<file path="config.mk">
export PLATFORM = sky130hd
export DESIGN_NAME = serial_adder_ctrl
export DESIGN_NICKNAME = d
export VERILOG_FILES = /design/src/rtl/serial_adder_ctrl.sv
export SDC_FILE = /design/constraint.sdc
export NUM_CORES = 1
export LEC_CHECK = 0
export ABC_AREA = 1
export ABC_CLOCK_PERIOD_IN_PS = 1200
export CELL_PAD_IN_SITES_DETAIL_PLACEMENT = 1
export CELL_PAD_IN_SITES_GLOBAL_PLACEMENT = 1
export CORE_UTILIZATION = 35
export DETAILED_ROUTE_END_ITERATION = 16
export HOLD_SLACK_MARGIN = 0.12
export PLACE_DENSITY = 0.71
export SYNTH_ARGS = -nofsm -noshare
export SYNTH_HDL_FRONTEND = slang
export SYNTH_SLANG_ARGS = --single-unit
</file>
<file path="constraint.sdc">
create_clock -name i_clk -period 1.2 [get_ports i_clk]
set_input_delay 0.24 -clock i_clk [delete_from_list [all_inputs] [get_ports i_clk]]
set_output_delay 0.24 -clock i_clk [all_outputs]
set_load 0.05 [all_outputs]
</file>
<file path="src/rtl/serial_adder_ctrl.sv">
// serial_adder_ctrl: adds two WIDTH-bit operands one bit per cycle, LSB
// first. A single full-adder step (two half adders and a carry flop) is
// reused for every bit. start/busy/done handshake; the outputs are registered.
//
// state   | meaning
// --------+-------------------------------------------------------------
// ST_IDLE | waiting for start; operands are captured on the accept edge
// ST_RUN  | one bit per cycle through the add cell, LSB first
// ST_DONE | one-cycle done pulse; sum/cout already loaded
module serial_adder_ctrl #(
  parameter int WIDTH = 8
) (
  input  logic             i_clk,
  input  logic             i_rst_n,
  input  logic             i_start,
  input  logic [WIDTH-1:0] i_a,
  input  logic [WIDTH-1:0] i_b,
  output logic             o_busy,
  output logic             o_done,
  output logic [WIDTH-1:0] o_sum,
  output logic             o_cout
);

  localparam int CW = $clog2(WIDTH + 1);
  localparam logic [CW-1:0] LastBit = CW'(WIDTH - 1);

  typedef enum logic [1:0] {
    ST_IDLE = 2'd0,
    ST_RUN  = 2'd1,
    ST_DONE = 2'd2
  } state_t;

  state_t           r_state;
  logic [WIDTH-1:0] r_a_sr;
  logic [WIDTH-1:0] r_b_sr;
  logic [WIDTH-1:0] r_sum_sr;
  logic             r_carry;
  logic [CW-1:0]    r_cnt;
  logic [WIDTH-1:0] r_sum;
  logic             r_cout;
  logic             r_busy;
  logic             r_done;

  logic             w_p;
  logic             w_g;
  logic             w_s;
  logic             w_t;
  logic             w_c_next;
  logic [WIDTH-1:0] w_sum_next;

  // The shared 1-bit add cell: two half adders plus carry merge.
  assign w_p      = r_a_sr[0] ^ r_b_sr[0];
  assign w_g      = r_a_sr[0] & r_b_sr[0];
  assign w_s      = w_p ^ r_carry;
  assign w_t      = w_p & r_carry;
  assign w_c_next = w_g | w_t;

  // The new sum bit enters at the MSB. After WIDTH shifts, bit 0 of the
  // operands has reached bit 0 of the sum. Written as shift/or so WIDTH=1
  // needs no special case.
  assign w_sum_next = (r_sum_sr >> 1) | (WIDTH'(w_s) << (WIDTH - 1));

  // Sequencer FSM with its datapath registers and registered outputs.
  always_ff @(posedge i_clk or negedge i_rst_n) begin
    if (!i_rst_n) begin
      r_state  <= ST_IDLE;
      r_a_sr   <= '0;
      r_b_sr   <= '0;
      r_sum_sr <= '0;
      r_carry  <= 1'b0;
      r_cnt    <= '0;
      r_sum    <= '0;
      r_cout   <= 1'b0;
      r_busy   <= 1'b0;
      r_done   <= 1'b0;
    end else begin
      case (r_state)
        ST_IDLE: begin
          if (i_start) begin
            r_a_sr   <= i_a;
            r_b_sr   <= i_b;
            r_sum_sr <= '0;
            r_carry  <= 1'b0;
            r_cnt    <= '0;
            r_busy   <= 1'b1;
            r_state  <= ST_RUN;
          end
        end
        ST_RUN: begin
          r_a_sr   <= r_a_sr >> 1;
          r_b_sr   <= r_b_sr >> 1;
          r_sum_sr <= w_sum_next;
          r_carry  <= w_c_next;
          r_cnt    <= r_cnt + CW'(1);
          if (r_cnt == LastBit) begin
            r_sum   <= w_sum_next;
            r_cout  <= w_c_next;
            r_busy  <= 1'b0;
            r_done  <= 1'b1;
            r_state <= ST_DONE;
          end
        end
        ST_DONE: begin
          r_done  <= 1'b0;
          r_state <= ST_IDLE;
        end
        default: begin
          r_busy  <= 1'b0;
          r_done  <= 1'b0;
          r_state <= ST_IDLE;
        end
      endcase
    end
  end

  assign o_busy = r_busy;
  assign o_done = r_done;
  assign o_sum  = r_sum;
  assign o_cout = r_cout;

endmodule

</file>
# Word level (Yosys, flattened, before mapping)
# Cells that the tools add are included.
# op_classes
n_addsub,1
eq_ne,5
mux,18
bitwise,8
reduce_logical,7
# ops
operator,count
one-hot mux 8 bit (2 select lines),3
two-way mux 8 bit,3
bitwise OR 7 x 8 -> 8 bit,1
one-hot mux 4 bit (2 select lines),1
AND reduction 2 bit,4
"adder 4 x 1 -> 4 bit, second input constant",1
"== test 4 x 3 -> 1 bit, second input constant",1
two-way mux 1 bit,4
two-way mux 2 bit,2
two-way mux 4 bit,1
"!= test 2 bit, second input constant",2
one-hot mux 1 bit (2 select lines),2
one-hot mux 2 bit (2 select lines),1
one-hot mux 1 bit (3 select lines),1
AND reduction 3 bit,1
AND 1 bit,2
"== test 2 x 1 -> 1 bit, second input constant",1
"== test 2 bit, second input constant",1
logical NOT 2 bit,1
NOT 1 bit,2
nonzero test 2 bit,1
XOR 1 bit,2
bitwise OR 1 bit,1
# word_totals
reg_bits,42
output_inout_bits,11
word_cells,49

# Longest topological paths before layout
# logic_depth
depth_word,4
mapped_depth,7
mapped_depth_nobuf,6

# Least setup slack after synthesis
# OpenSTA, ideal clock, no wires.
# synth_path
path_kind,register to register
start,reg r_cnt[0]
end,reg r_cout (netlist: o_cout)
arrival_ps,1102
slack_ps,-22
stages_incl_launch_ff,8
period_less_slack_ps,1222
cell_sequence,dfrtp_1 > ha_1 > nand2_2 > nor2_8 > nand2_4 > buf_6 > nand2_1 > nand2_1
# synth_via
elab_chain_len,2
# synth_rtl
element,line_no,source
from (decl),38,logic [CW-1:0] r_cnt;
from (signal assigned),94,r_cnt <= r_cnt + CW'(1);
== test 4 x 3 -> 1 bit,95,if (r_cnt == LastBit) begin
AND reduction 2 bit (no line),--,
to (signal assigned),97,r_cout <= w_c_next;
to (decl),40,logic r_cout;
# Every way passes these cells.
# A chain may end at the register's enable or synchronous reset.

# Worst setup path after layout
# layout_path
start,reg r_b_sr[0]
end,reg r_sum[7] (netlist: o_sum[7])
# layout_via
elab_chain_len,3
# layout_rtl
element,line_no,source
from (decl),35,logic [WIDTH-1:0] r_b_sr;
from (signal assigned),81,r_b_sr <= i_b;
from (signal assigned),91,r_b_sr <= r_b_sr >> 1;
XOR 1 bit,52,assign w_p = r_a_sr[0] ^ r_b_sr[0];
XOR 1 bit,54,assign w_s = w_p ^ r_carry;
via w_s,46,logic w_s;
bitwise OR 7 x 8 -> 8 bit,61,assign w_sum_next = (r_sum_sr >> 1) | (WIDTH'(w_s) << (WIDTH - 1));
to (signal assigned),96,r_sum <= w_sum_next;
to (decl),39,logic [WIDTH-1:0] r_sum;
# The timed path passes the listed nets, and every way through them passes these cells.

==> metrics.csv <==
stage,metric,value,unit
synth,Synth Register Bits,41,
global_routing,vias in the first global route,1506,
sta,fin. max-slew vios,0,
sta,slew margin rel.,82.0,%
sta,endpoints failing setup,0,
placement,Placer Congestion,0.674,
sta,fmax,843,MHz
floorplanning,Die H,73.7,um
clocking,Bufs on Longest Clock Path,2,
clocking,Inserted Clock Buffers,5,
flow_run,maxcap violations,0,
sta,unrepaired setup endpoints after global routing,true,
worst_setup_path,Crit Path Category,reg -> reg,
synth,leading cell types by count after synthesis,"nand2_1 (76), nand3_1 (53), dfrtp_1 (41), buf_4 (5)",
status,outcome,"complete, no violations",
sta,Tcrit/Tclk final,98.9,%
drt,Vias/cell,4.85,
placement,Inst Count DP,302,
drt,WL per Instance,12.8,um
placement,Place WS,-0.176,ns
global_routing,Total GRT Usage,16.9,%
power_and_ir_drop,PwrDens,2670,nW/um^2
layout,ANT cells,0,
layout,FF/Latch Area,1030,um^2
synth,most used flip-flop cell after synthesis,dfrtp_1,
hold_path,Worst Hold Class,in -> async,
placement,Port-buffer cells,29,
drt,first-pass iteration count of the detailed router,4,
layout,share of layout cells above drive strength 1,19.1,%
global_routing,first-pass GRT wire length,6.85,mm
sta,post-route minimum period,1.19,ns
drt,Detail Route Antenna Nets,0,
sta,clk_skew,0.00355,ns
floorplanning,core region area,4820,um^2
drt,final WL,4.00,mm
worst_setup_path,reg2reg end,o_sum[7]$_DFFE_PN0P_,
synth,"count leader, synth",nand2_1,
layout,footprint of the multi-input gates,701,um^2
worst_setup_path,crit path max fanout,2,
clocking,CTS sink cnt,41,
synth,Synth Cell Area,1800,um^2
sta,worst-margin pin slew,0.269,ns
sta,Final WS setup,0.0135,ns
synth,ranking of synthesized cells by area,"dfrtp_1 (57%), nand2_1 (16%), nand3_1 (15%), buf_4 (2.1%), fa_1 (1.1%)",
global_routing,pin count of the biggest net entering global routing,42,
worst_setup_path,CP peak stage delay,0.58,ns
clocking,H-tree Lvls,2,
placement,DP Wirelength,2.66,mm
synth,number of distinct library cells after synthesis,18,
synth,share of Yosys cell area claimed by the top area cell type,57.1,%
power_and_ir_drop,Leak,1.25,nW
drt,DRC viols,0,
clocking,clk slew on worst S/H paths,0.07,ns
floorplanning,Starting Density,37.3,%
synth,syn avg cell area,8.90,um^2
sta,Final Hold Vio Count,0,
worst_setup_path,Setup crit end kind,register,
layout,final instance area,2500,um^2
synth,"Async S/R FF share, synth",100,%
layout,Finished Layout Cells,313,
global_routing,antenna violations before repair,0,
worst_setup_path,WP data required,1.43,ns
drt,via count,1518,
worst_setup_path,crit path max-delay cell type,fa_1,
synth,sequential cell area fraction in the yosys report,57.1,%
synth,number of synthesized flops with an enable pin,0,
synth,cell taking the most area after synthesis,dfrtp_1,
layout,area delta synth->final,39.2,%
worst_setup_path,r2r setup slk,0.01,ns
power_and_ir_drop,VDD IR max,0.00118,V
worst_setup_path,Reg2Reg Depth,3,
floorplanning,die footprint,5430,um^2
floorplanning,Row Count,25,
global_routing,GRT overflow,0,
worst_setup_path,crit-path cells,fa_1 > nand3_1 > nand2_1,
synth,Syn Inst Count,202,
layout,final core utilization,52.0,%
floorplanning,chip width,73.7,um
layout,Final #Nets,267,
clocking,Clock Latency Late Sink,0.29,ns
worst_setup_path,Reg-to-Reg Start,r_b_sr[0]$_DFFE_PN0P_,
worst_setup_path,Worst EP arrival,1.41,ns
drt,DR iter-0 viols,77,
placement,Post-DP Area,2370,um^2
synth,synth warn,0,
layout,Fill cells,544,
floorplanning,IO Count,30,
synth,syn_nets,223,
clocking,root buffer cell,clkbuf_8,
worst_setup_path,Setup crit start kind,register,
clocking,TritonCTS clock tree,built,
worst max-delay path: cells and delay by family (launching register included):
family	cells	cell delay, ns
adder cells (fa/ha/maj)	1	0.58
AND/OR/NAND/NOR	2	0.15
flip-flops	1	0.41
per-layer routing:
metal,routed length [um],up-vias,part of all wire [%],track usage [%]
met5,0,-,0,0
met4,40,0,1.0,5.13
met3,140,4,3.5,4.12
met2,2000,29,50,28.3
met1,1810,741,45,21.5
li1,-,744,-,-
worst max-delay path by stage:
| stage | startpoint | endpoint | slack (ns) | cells past startpoint |
|---|---|---|---|---|
| final | r_b_sr[0]$_DFFE_PN0P_ | o_sum[7]$_DFFE_PN0P_ | 0.01 | 3 |
| after global routing | r_b_sr[0]$_DFFE_PN0P_ | r_sum_sr[7]$_DFFE_PN0P_ | -0.04 | 3 |
| after CTS | r_carry$_DFFE_PN0P_ | o_sum[7]$_DFFE_PN0P_ | 0.01 | 3 |
| after detailed placement | i_start | r_a_sr[0]$_DFFE_PN0P_ | -0.18 | 5 |
| after global placement | i_start | r_a_sr[2]$_DFFE_PN0P_ | -0.15 | 5 |
| after floorplan | r_cnt[0]$_DFFE_PN0P_ | o_cout$_DFFE_PN0P_ | 0.006 | 7 |
repair_timing:
item	4_1_cts	5_1_grt
endpoints found under the setup margin	2	21
buffers inserted	0	3
gates cloned	0	0
resized for setup	0	7
hold buffers	1	0
pin swaps	1	6
hold endpoints to repair	41	0
state kept, by name, indices dropped and copies added, names as in the netlist:
signal and cells:
o_sum 8, o_busy 1, r_b_sr 8, r_carry 1
r_sum_sr 7, r_cnt 4, o_cout 1, r_a_sr 8
r_state 2, o_done 1
cell type report:
class | count | share of cell area (%)
sequential | 41 | 41.0
multi-input combinational | 144 | 28.0
timing repair buffer | 46 | 22.9
clock buffer | 7 | 3.45
tap | 67 | 3.35
inverter | 8 | 1.30
through the flow:
stage                     setup TNS, ns  hold slack, ns  power, mW
after floorplan                       0         -0.0556       4.24
after global placement            -2.34           0.231       5.61
after detailed placement          -2.97           0.232       5.70
after CTS                             0           0.454       6.63
after global routing             -0.254           0.491       7.16
final                                 0           0.461       6.67
power by group:
| part | total, mW | leakage (nW) | switching [mW] | internal (mW) |
|---|---|---|---|---|
| Combinational | 3.33 | 0.682 | 1.79 | 1.54 |
| Clock | 0.897 | 0.0443 | 0.441 | 0.456 |
| Sequential | 2.45 | 0.527 | 0.479 | 1.97 |
layout by cell type (no fill, tap or decap), types with 2 or more instances in the layout:
master | synthesis | routed
o21ai_0 | 3 | 2
buf_12 | 0 | 14
clkdlybuf4s50_1 | 0 | 17
clkbuf_8 | 0 | 6
nand2_4 | 1 | 2
nand2_2 | 3 | 3
inv_2 | 4 | 3
buf_4 | 5 | 10
nand3_1 | 53 | 53
inv_1 | 4 | 4
dfrtp_1 | 41 | 41
nand2_1 | 76 | 75
buf_6 | 1 | 3
cell families after synthesis:
kind of cell	count (synthesis)	synth area share, %
compound gates	4	1.11
fa+ha+maj	2	1.81
buf+inv	17	5.22
flops	41	57.1
simple gates	138	34.8
No activity file was read; power rests on OpenSTA's default activity.
